**src/rtl/ex_stage.sv**
```systemverilog
// RV32 execute stage: operand forwarding, single-cycle ALU and EX/MEM register.
// Define EX_MULDIV_EN to build the iterative multiply/divide unit (codes 16-23).
module ex_stage #(
    parameter int XLEN = 32
) (
    input  logic            clk,
    input  logic            rst,
    input  logic            in_valid,
    input  logic [4:0]      alu_op,
    input  logic [XLEN-1:0] rs1_data,
    input  logic [XLEN-1:0] rs2_data,
    input  logic [XLEN-1:0] imm,
    input  logic [XLEN-1:0] pc,
    input  logic            alu_src_b,
    input  logic            use_pc_a,
    input  logic [1:0]      forward_a,
    input  logic [1:0]      forward_b,
    input  logic [XLEN-1:0] ex_mem_fwd_data,
    input  logic [XLEN-1:0] mem_wb_fwd_data,
    input  logic [4:0]      rd,
    input  logic            reg_write,
    input  logic            flush,
    output logic            ex_stall,
    output logic            out_valid,
    output logic [XLEN-1:0] out_result,
    output logic [XLEN-1:0] out_store_data,
    output logic [4:0]      out_rd,
    output logic            out_reg_write
);
    localparam int SHW = $clog2(XLEN);

    function automatic logic [XLEN-1:0] alu_f(input logic [4:0] op,
                                              input logic [XLEN-1:0] a,
                                              input logic [XLEN-1:0] b);
        logic [SHW-1:0] sh;
        logic [XLEN-1:0] r;
        sh = b[SHW-1:0];
        case (op)
            5'd0:    r = a + b;
            5'd1:    r = a - b;
            5'd2:    r = a & b;
            5'd3:    r = a | b;
            5'd4:    r = a ^ b;
            5'd5:    r = a << sh;
            5'd6:    r = a >> sh;
            5'd7:    r = $unsigned($signed(a) >>> sh);
            5'd8:    r = {{(XLEN-1){1'b0}}, ($signed(a) < $signed(b))};
            5'd9:    r = {{(XLEN-1){1'b0}}, (a < b)};
            5'd10:   r = b;
            default: r = '0;
        endcase
        return r;
    endfunction

    logic [XLEN-1:0] w_fwd_a, w_fwd_b, w_op_a, w_op_b, w_alu;
    logic            w_nx_valid, w_nx_rw;
    logic [XLEN-1:0] w_nx_result, w_nx_store;
    logic [4:0]      w_nx_rd;

    // Forwarding selects first; select code 11 falls back to the ID/EX value.
    always_comb begin
        case (forward_a)
            2'b01:   w_fwd_a = ex_mem_fwd_data;
            2'b10:   w_fwd_a = mem_wb_fwd_data;
            default: w_fwd_a = rs1_data;
        endcase
        case (forward_b)
            2'b01:   w_fwd_b = ex_mem_fwd_data;
            2'b10:   w_fwd_b = mem_wb_fwd_data;
            default: w_fwd_b = rs2_data;
        endcase
    end

    assign w_op_a = use_pc_a  ? pc  : w_fwd_a;
    assign w_op_b = alu_src_b ? imm : w_fwd_b;
    assign w_alu  = alu_f(alu_op, w_op_a, w_op_b);

`ifdef EX_MULDIV_EN
    typedef enum logic [1:0] {S_IDLE, S_BUSY, S_DONE} state_t;
    localparam logic [SHW-1:0] CNT_LAST = SHW'(XLEN - 1);

    state_t            r_state;
    logic [SHW-1:0]    r_cnt;
    logic [XLEN-1:0]   r_hi, r_lo, r_div;
    logic [2:0]        r_op;
    logic              r_neg, r_bzero;

    logic              w_is_iter, w_a_sgn, w_b_sgn, w_sa, w_sb, w_neg, w_dge;
    logic [XLEN-1:0]   w_mag_a, w_mag_b, w_quo, w_rem, w_iter_res;
    logic [XLEN:0]     w_madd, w_dshift, w_dsub;
    logic [2*XLEN-1:0] w_prod, w_prod_s;

    assign w_is_iter = (alu_op[4:3] == 2'b10);
    // Mul ops: MUL/MULH/MULHSU treat A as signed, MUL/MULH treat B as signed.
    assign w_a_sgn = alu_op[2] ? ~alu_op[0] : (alu_op[1:0] != 2'b11);
    assign w_b_sgn = alu_op[2] ? ~alu_op[0] : ~alu_op[1];
    assign w_sa    = w_a_sgn & w_op_a[XLEN-1];
    assign w_sb    = w_b_sgn & w_op_b[XLEN-1];
    assign w_mag_a = w_sa ? (~w_op_a + 1'b1) : w_op_a;
    assign w_mag_b = w_sb ? (~w_op_b + 1'b1) : w_op_b;
    assign w_neg   = (alu_op[2] & alu_op[1]) ? w_sa : (w_sa ^ w_sb);

    assign w_madd   = {1'b0, r_hi} + (r_lo[0] ? {1'b0, r_div} : {(XLEN+1){1'b0}});
    assign w_dshift = {r_hi, r_lo[XLEN-1]};
    assign w_dge    = (w_dshift >= {1'b0, r_div});
    assign w_dsub   = w_dshift - {1'b0, r_div};

    // Sign correction; a zero divisor forces an all-ones quotient.
    assign w_prod   = {r_hi, r_lo};
    assign w_prod_s = r_neg ? (~w_prod + 1'b1) : w_prod;
    assign w_quo    = r_bzero ? '1 : (r_neg ? (~r_lo + 1'b1) : r_lo);
    assign w_rem    = r_neg ? (~r_hi + 1'b1) : r_hi;

    always_comb begin
        case (r_op)
            3'd0:          w_iter_res = w_prod_s[XLEN-1:0];
            3'd1, 3'd2,
            3'd3:          w_iter_res = w_prod_s[2*XLEN-1:XLEN];
            3'd4, 3'd5:    w_iter_res = w_quo;
            default:       w_iter_res = w_rem;
        endcase
    end

    assign ex_stall = in_valid & w_is_iter & (r_state != S_DONE) & ~flush;

    always_ff @(posedge clk) begin
        if (rst) begin
            r_state <= S_IDLE;
            r_cnt   <= '0;
        end else if (flush) begin
            r_state <= S_IDLE;
            r_cnt   <= '0;
        end else begin
            case (r_state)
                S_IDLE: if (in_valid && w_is_iter) begin
                    r_op    <= alu_op[2:0];
                    r_neg   <= w_neg;
                    r_bzero <= (w_op_b == '0);
                    r_hi    <= '0;
                    r_lo    <= w_mag_a;
                    r_div   <= w_mag_b;
                    r_cnt   <= '0;
                    r_state <= S_BUSY;
                end
                S_BUSY: begin
                    if (r_op[2]) begin
                        r_hi <= w_dge ? w_dsub[XLEN-1:0] : w_dshift[XLEN-1:0];
                        r_lo <= {r_lo[XLEN-2:0], w_dge};
                    end else begin
                        r_hi <= w_madd[XLEN:1];
                        r_lo <= {w_madd[0], r_lo[XLEN-1:1]};
                    end
                    r_cnt <= r_cnt + 1'b1;
                    if (r_cnt == CNT_LAST) r_state <= S_DONE;
                end
                default: r_state <= S_IDLE;
            endcase
        end
    end
`else
    assign ex_stall = 1'b0;
`endif

    // Next EX/MEM contents; anything not written here is a bubble.
    always_comb begin
        w_nx_valid  = 1'b0;
        w_nx_result = '0;
        w_nx_store  = '0;
        w_nx_rd     = '0;
        w_nx_rw     = 1'b0;
`ifdef EX_MULDIV_EN
        if (!flush && r_state == S_DONE) begin
            w_nx_valid  = 1'b1;
            w_nx_result = w_iter_res;
            w_nx_store  = w_fwd_b;
            w_nx_rd     = rd;
            w_nx_rw     = reg_write;
        end else if (!flush && r_state == S_IDLE && in_valid && !w_is_iter) begin
`else
        if (!flush && in_valid) begin
`endif
            w_nx_valid  = 1'b1;
            w_nx_result = w_alu;
            w_nx_store  = w_fwd_b;
            w_nx_rd     = rd;
            w_nx_rw     = reg_write;
        end
    end

    always_ff @(posedge clk) begin
        if (rst) begin
            out_valid      <= 1'b0;
            out_result     <= '0;
            out_store_data <= '0;
            out_rd         <= '0;
            out_reg_write  <= 1'b0;
        end else begin
            out_valid      <= w_nx_valid;
            out_result     <= w_nx_result;
            out_store_data <= w_nx_store;
            out_rd         <= w_nx_rd;
            out_reg_write  <= w_nx_rw;
        end
    end
endmodule

```
**config.mk**
```make
export PLATFORM = sky130hd
export DESIGN_NAME = ex_stage
export DESIGN_NICKNAME = d
export VERILOG_FILES = /design/src/rtl/ex_stage.sv
export SDC_FILE = /design/constraint.sdc
export NUM_CORES = 1
export LEC_CHECK = 0
export CAP_MARGIN = 5
export CORE_ASPECT_RATIO = 1.4
export CORE_MARGIN = 8
export CORE_UTILIZATION = 48
export CTS_CLUSTER_DIAMETER = 80
export DETAILED_ROUTE_END_ITERATION = 10
export HOLD_SLACK_MARGIN = 0.03
export PLACE_DENSITY = 0.9
export SYNTH_ARGS = -nofsm -noshare
export SYNTH_HDL_FRONTEND = slang
export SYNTH_SLANG_ARGS = --single-unit
```
**constraint.sdc**
```tcl
create_clock -name clk -period 5 [get_ports clk]
set_input_delay 1 -clock clk [delete_from_list [all_inputs] [get_ports clk]]
set_output_delay 1 -clock clk [all_outputs]
set_load 0.02 [all_outputs]
```
==> results of run 1 <==
cells in the mapped netlist (25+ instances only):
cell,number
nand3_1,37
nand2b_1,45
a221o_1,40
nor2_1,172
a221oi_1,26
nor3_1,32
a31oi_1,39
o22ai_1,30
mux2i_1,121
a22o_1,33
ha_1,101
o211ai_1,25
o21ai_0,137
a21oi_1,127
inv_1,91
clkbuf_1,81
buf_2,30
dfxtp_1,71
nand2_1,184
repair_timing:
action                     4_1_cts
resized for setup               36
setup endpoints to repair       20
hold buffers                     0
pin swaps                        4
stage by stage:
step | hold slack, ns | util, % | instance area (sq um)
floorplan | 1.146 | - | 12660
global placement | 1.594 | 70.89 | 18440
detailed placement | 1.607 | 70.89 | 18440
CTS | 1.210 | 72.51 | 18860
logic make-up after synthesis:
| kind of cell | count (synthesis) |
|---|---|
| fa+ha+maj | 103 |
| simple gates | 546 |
| compound gates | 677 |
| other cells | 1 |
| flops | 71 |
| buf+inv | 245 |
| xor+xnor | 14 |
| mux | 135 |
per-layer routing:
metal / GRT overflow / global-route usage (%)
met5: 4 / 47.70
met4: 149 / 81.86
met3: 44 / 75.52
met2: 224 / 92.41
met1: 33 / 76.43
==> flow_metrics.py, run 1 <==
metrics = {
    "status": {
        "status": "did not finish",
        "stop_stage": "global routing (5_1_grt)",
        "tool.error": "[ERROR GRT-0232] Routing congestion too high. Check the congestion heatmap in the GUI.",
    },
    "synth": {
        "synthTopCellsByArea": "dfxtp_1, ha_1, mux2i_1, nand2_1, o21ai_0",
        "syn_avg_cell_area_sq_um": 7.063,
        "synth_adder_area_share_pct": 10.30,
        "synthSimpleGateAreaFrac_pct": 19.47,
        "synth.distinct_cells": 88,
        "postSynth.asyncResetShare_pct": 0,
        "synth_top_cell_area_share_pct": 11.23,
        "synth_top_family_by_area": "compound AO/OA/AOI/OAI gates",
        "synthCells": 1792,
        "synth_compound_area_share_pct": 38.73,
        "yosysTopAreaCell": "dfxtp_1",
        "yosysSeqAreaShare_pct": 11.23,
        "synth_nets": 2108,
        "synth_edf_count": 0,
        "muxShareOfSynthArea_pct": 10.88,
        "synth_xor_area_share_pct": 0.9688,
        "netlist_area_sq_um": 12660,
        "ys.flop_type": "dfxtp_1",
        "ys_warn_count": 0,
        "synth-seq-cells": 71,
    },
    "floorplanning": {
        "fp.dieW_um": 153.2,
        "num_rows": 70,
        "io_pins": 285,
        "dieHeight_um": 208.1,
        "start_util_pct": 48.66,
    },
    "place": {
        "dp_slack_ns": -0.6133,
        "placed_cells": 2672,
        "port_buffers": 283,
        "hpwl_um": 60140,
        "gp_congestion": 1.418,
    },
    "sta": {
        "worstEndpointType": "register data pin",
        "postGrtWorstEndpoint": "out_result[28]$_SDFF_PP0_/D",
    },
    "global_route": {
        "grt-ovfl-total": 454,
        "grt_usage_pct": 80.66,
        "grt_max_degree": 67,
    },
    "clocking": {
        "post_cts_buffers": 0,
        "cts_buffers": 9,
        "clockBufferDepth": 2,
        "cts_htree_levels": 3,
        "cts_num_sinks": 71,
        "cts_root_buf": "clkbuf_16",
    },
}
==> run 2: changes to the inputs <==
Settings changed: CORE_ASPECT_RATIO 1.4 to not set, CORE_UTILIZATION 48 to 35, CTS_CLUSTER_DIAMETER 80 to not set, HOLD_SLACK_MARGIN 0.03 to not set, PLACE_DENSITY 0.9 to not set, PLACE_DENSITY_LB_ADDON set to 0.15.
Clock period 5 ns to 6.5 ns, I/O delays scaled along.
==> flow_metrics.py, run 2 <==
metrics = {
    "status": {
        "status": "complete, no violations",
    },
    "detailed_routing": {
        "firstDrtPassIters": 6,
        "routed_wirelength_um": 77560,
        "ant_nets": 0,
        "vias": 16430,
        "via_per_inst": 6.489,
        "route.detailed.drc": 0,
        "drt_iter0_markers": 1919,
        "wire_per_inst_um": 30.63,
    },
    "synth": {
        "muxShareOfSynthArea_pct": 10.88,
        "synth_xor_area_share_pct": 0.9688,
        "synthTopCellsByArea": "dfxtp_1, ha_1, mux2i_1, nand2_1, o21ai_0",
        "yosysTopAreaCell": "dfxtp_1",
        "yosysMostFrequentCell": "nand2_1",
        "synthSimpleGateAreaFrac_pct": 19.47,
        "postSynth.asyncResetShare_pct": 0,
        "synth_top_cell_area_share_pct": 11.23,
        "synth_common_cells": "nand2_1, nor2_1, o21ai_0, a21oi_1, mux2i_1",
        "synth_adder_area_share_pct": 10.30,
        "synth-seq-cells": 71,
        "synth_nets": 2108,
        "synth_top_family_by_area": "compound AO/OA/AOI/OAI gates",
        "synth_edf_count": 0,
        "ys_warn_count": 0,
        "synth_compound_area_share_pct": 38.73,
        "yosysSeqAreaShare_pct": 11.23,
        "synthCells": 1792,
        "synth.distinct_cells": 88,
        "syn_avg_cell_area_sq_um": 7.063,
        "netlist_area_sq_um": 12660,
        "ys.flop_type": "dfxtp_1",
    },
    "global_route": {
        "use_met2_pct": 55.26,
        "grt_pass1_vias": 16080,
        "globalRouteMet3Util_pct": 8.683,
        "grt_busiest_layer": "met2",
        "use_met1_pct": 44.52,
        "grt-ovfl-total": 0,
        "grt_max_degree": 66,
        "antenna_found_initial": 5,
        "grt_pass1_wl_um": 110700,
        "grt_usage_pct": 35.33,
    },
    "job": {
        "drv_cap": 0,
    },
    "floorplanning": {
        "die-area_sq_um": 42500,
        "start_util_pct": 35.58,
        "design.core.area_sq_um": 35570,
        "io_pins": 285,
        "dieHeight_um": 206.2,
        "fp.dieW_um": 206.2,
        "num_rows": 69,
    },
    "worst_setup_path": {
        "max_stage_delay_ns": 0.67,
        "path_max_fanout": 17,
        "crit_path_start_kind": "primary input",
        "critical_path.cell_chain": "clkdlybuf4s50_1 > ha_1 > buf_4 > a221o_1 > o21ai_0 > o21ai_0 > ha_1 > and4_1 > nand3_1 > nor2_1 > nand2_1 > o21ai_1 > a31oi_1 > o21ai_0 > mux2i_1 > a41oi_1",
        "path_common_cell": "o21ai_0",
        "cp_slowest_cell": "ha_1",
        "crit_required_ns": 6.74,
        "worst-setup-path-type": "in -> reg",
        "cp_num_buf_inv": 2,
        "crit_path_end_kind": "flop",
        "path_delay_family": "compound AO/OA/AOI/OAI gates",
        "critPathArrivalTime_ns": 6.30,
    },
    "pwr": {
        "power_frac_comb_pct": 68.3,
        "leakagePower_nw": 6.776,
        "swShare_pct": 51.51,
        "ir_drop_mv": 0.1589,
        "netSwitchingPower_mw": 1.626,
        "power.clock.fraction_pct": 17.4,
        "total_power_mw": 3.156,
        "power.density_nw_per_um2": 189.9,
        "internal_power_mw": 1.531,
        "seqPwrFrac_pct": 14.2,
    },
    "sta": {
        "fmax_mhz": 165.1,
        "setup_tns_ns": 0,
        "min_period_over_period_pct": 93.16,
        "finalMaxSlewViolations": 0,
        "period_needed_ns": 6.055,
        "setup_violations": 0,
        "slew_headroom_pct": 16.95,
        "rsz0062_at_grt": "no",
        "tightest_slew_ns": 1.233,
        "hold_viol": 0,
    },
    "clocking": {
        "post_cts_buffers": 0,
        "cts_htree_levels": 3,
        "cts_tree": "yes",
        "cts_num_sinks": 71,
        "cts_hold_buf": 0,
        "cts_root_buf": "clkbuf_16",
        "clk_pin_slew_worst_paths_ns": 0.07,
        "clockBufferDepth": 2,
        "cts_resized": 0,
        "cts_buffers": 9,
    },
    "layout": {
        "mostFrequentLayoutCell": "clkdlybuf4s50_1",
        "syn2layout_area_growth_pct": 31.31,
        "largestRegisters": "out_result (32), out_store_data (32), out_rd (5)",
        "final_cells": 2532,
        "multi_input_area_sq_um": 10200,
        "regArea_sq_um": 1421,
        "nNetsFinal": 2378,
        "layout-drive-gt1-share_pct": 10.45,
        "nFillCells": 3674,
        "final_cell_mix": "clkdlybuf4s50_1, nand2_1, nor2_1, o21ai_0, a21oi_1",
    },
    "place": {
        "placed_cells": 2512,
        "hpwl_um": 62990,
        "gp_congestion": 1.063,
        "port_buffers": 283,
    },
    "hold_path": {
        "worst_hold_path_type": "in -> reg",
        "hold_end": "out_reg_write",
        "hold_depth": 2,
        "hp-start": "reg_write",
    },
}
-- run 2: cell counts after synthesis --
Identical to the previous run, type by type.
-- run 2: layout make-up --
class,instances,share of cell area [%]
Multi-Input combinational cell,1476,61.37
Clock buffer,10,1.378
Timing Repair Buffer,405,22.53
Tap cell,461,3.471
Sequential cell,71,8.552
Clock inverter,5,0.3614
Antenna cell,5,0.07528
Inverter,99,2.266
-- run 2: logic make-up after synthesis --
| kind of cell | count (synthesis) |
|---|---|
| DFF | 71 |
| buffers and inverters | 245 |
| adders and majority gates | 103 |
| muxes | 135 |
| AOI/OAI and AO/OA | 677 |
| xor gates and xnor gates | 14 |
| other | 1 |
| and+or+nand+nor | 546 |
-- run 2: power by group through the flow --
| stage | combinational, mW | clock (mW) | sequential (mW) |
|---|---|---|---|
| floorplan | 1.25 | 0 | 0.472 |
| global placement | 2.07 | 0 | 0.459 |
| detailed placement | 2.07 | 0 | 0.459 |
| CTS | 2.08 | 0.555 | 0.449 |
| global route | 2.27 | 0.568 | 0.450 |
| finish | 2.16 | 0.550 | 0.449 |
-- run 2: metal layers --
layer | wire (um) | up-vias
met4 | 4496 | 2
li1 | - | 7219
met5 | 11 | -
met1 | 31110 | 7874
met3 | 7958 | 234
met2 | 33980 | 1101
-- run 2: stage by stage --
stage / cell area, sq um / setup WS, ns / util [%] / hold slack (ns)
finish: 16620 / 0.4448 / 46.73 / 1.511
floorplan: 12660 / 1.146 / - / 1.446
global placement: 16320 / 0.2765 / 45.88 / 1.897
detailed placement: 16320 / 0.2114 / 45.88 / 1.904
CTS: 16610 / 0.6076 / 46.69 / 1.502
global route: 16620 / 0.2119 / 46.72 / 1.501
-- run 2: worst max-delay path by stage --
stage | to | depth (start not counted) | slack [ns] | from
3_3_place_gp | out_result[31] | 17 | 0.28 | forward_a[0]
6_report | out_result[31] | 16 | 0.44 | forward_b[0]
3_5_place_dp | out_result[31] | 17 | 0.21 | forward_a[0]
4_1_cts | out_result[31] | 17 | 0.61 | forward_a[0]
2_1_floorplan | out_result[19] | 20 | 1.15 | forward_b[0]
5_1_grt | out_result[26] | 18 | 0.21 | forward_b[0]
Power figures use the tool's default switching activity.
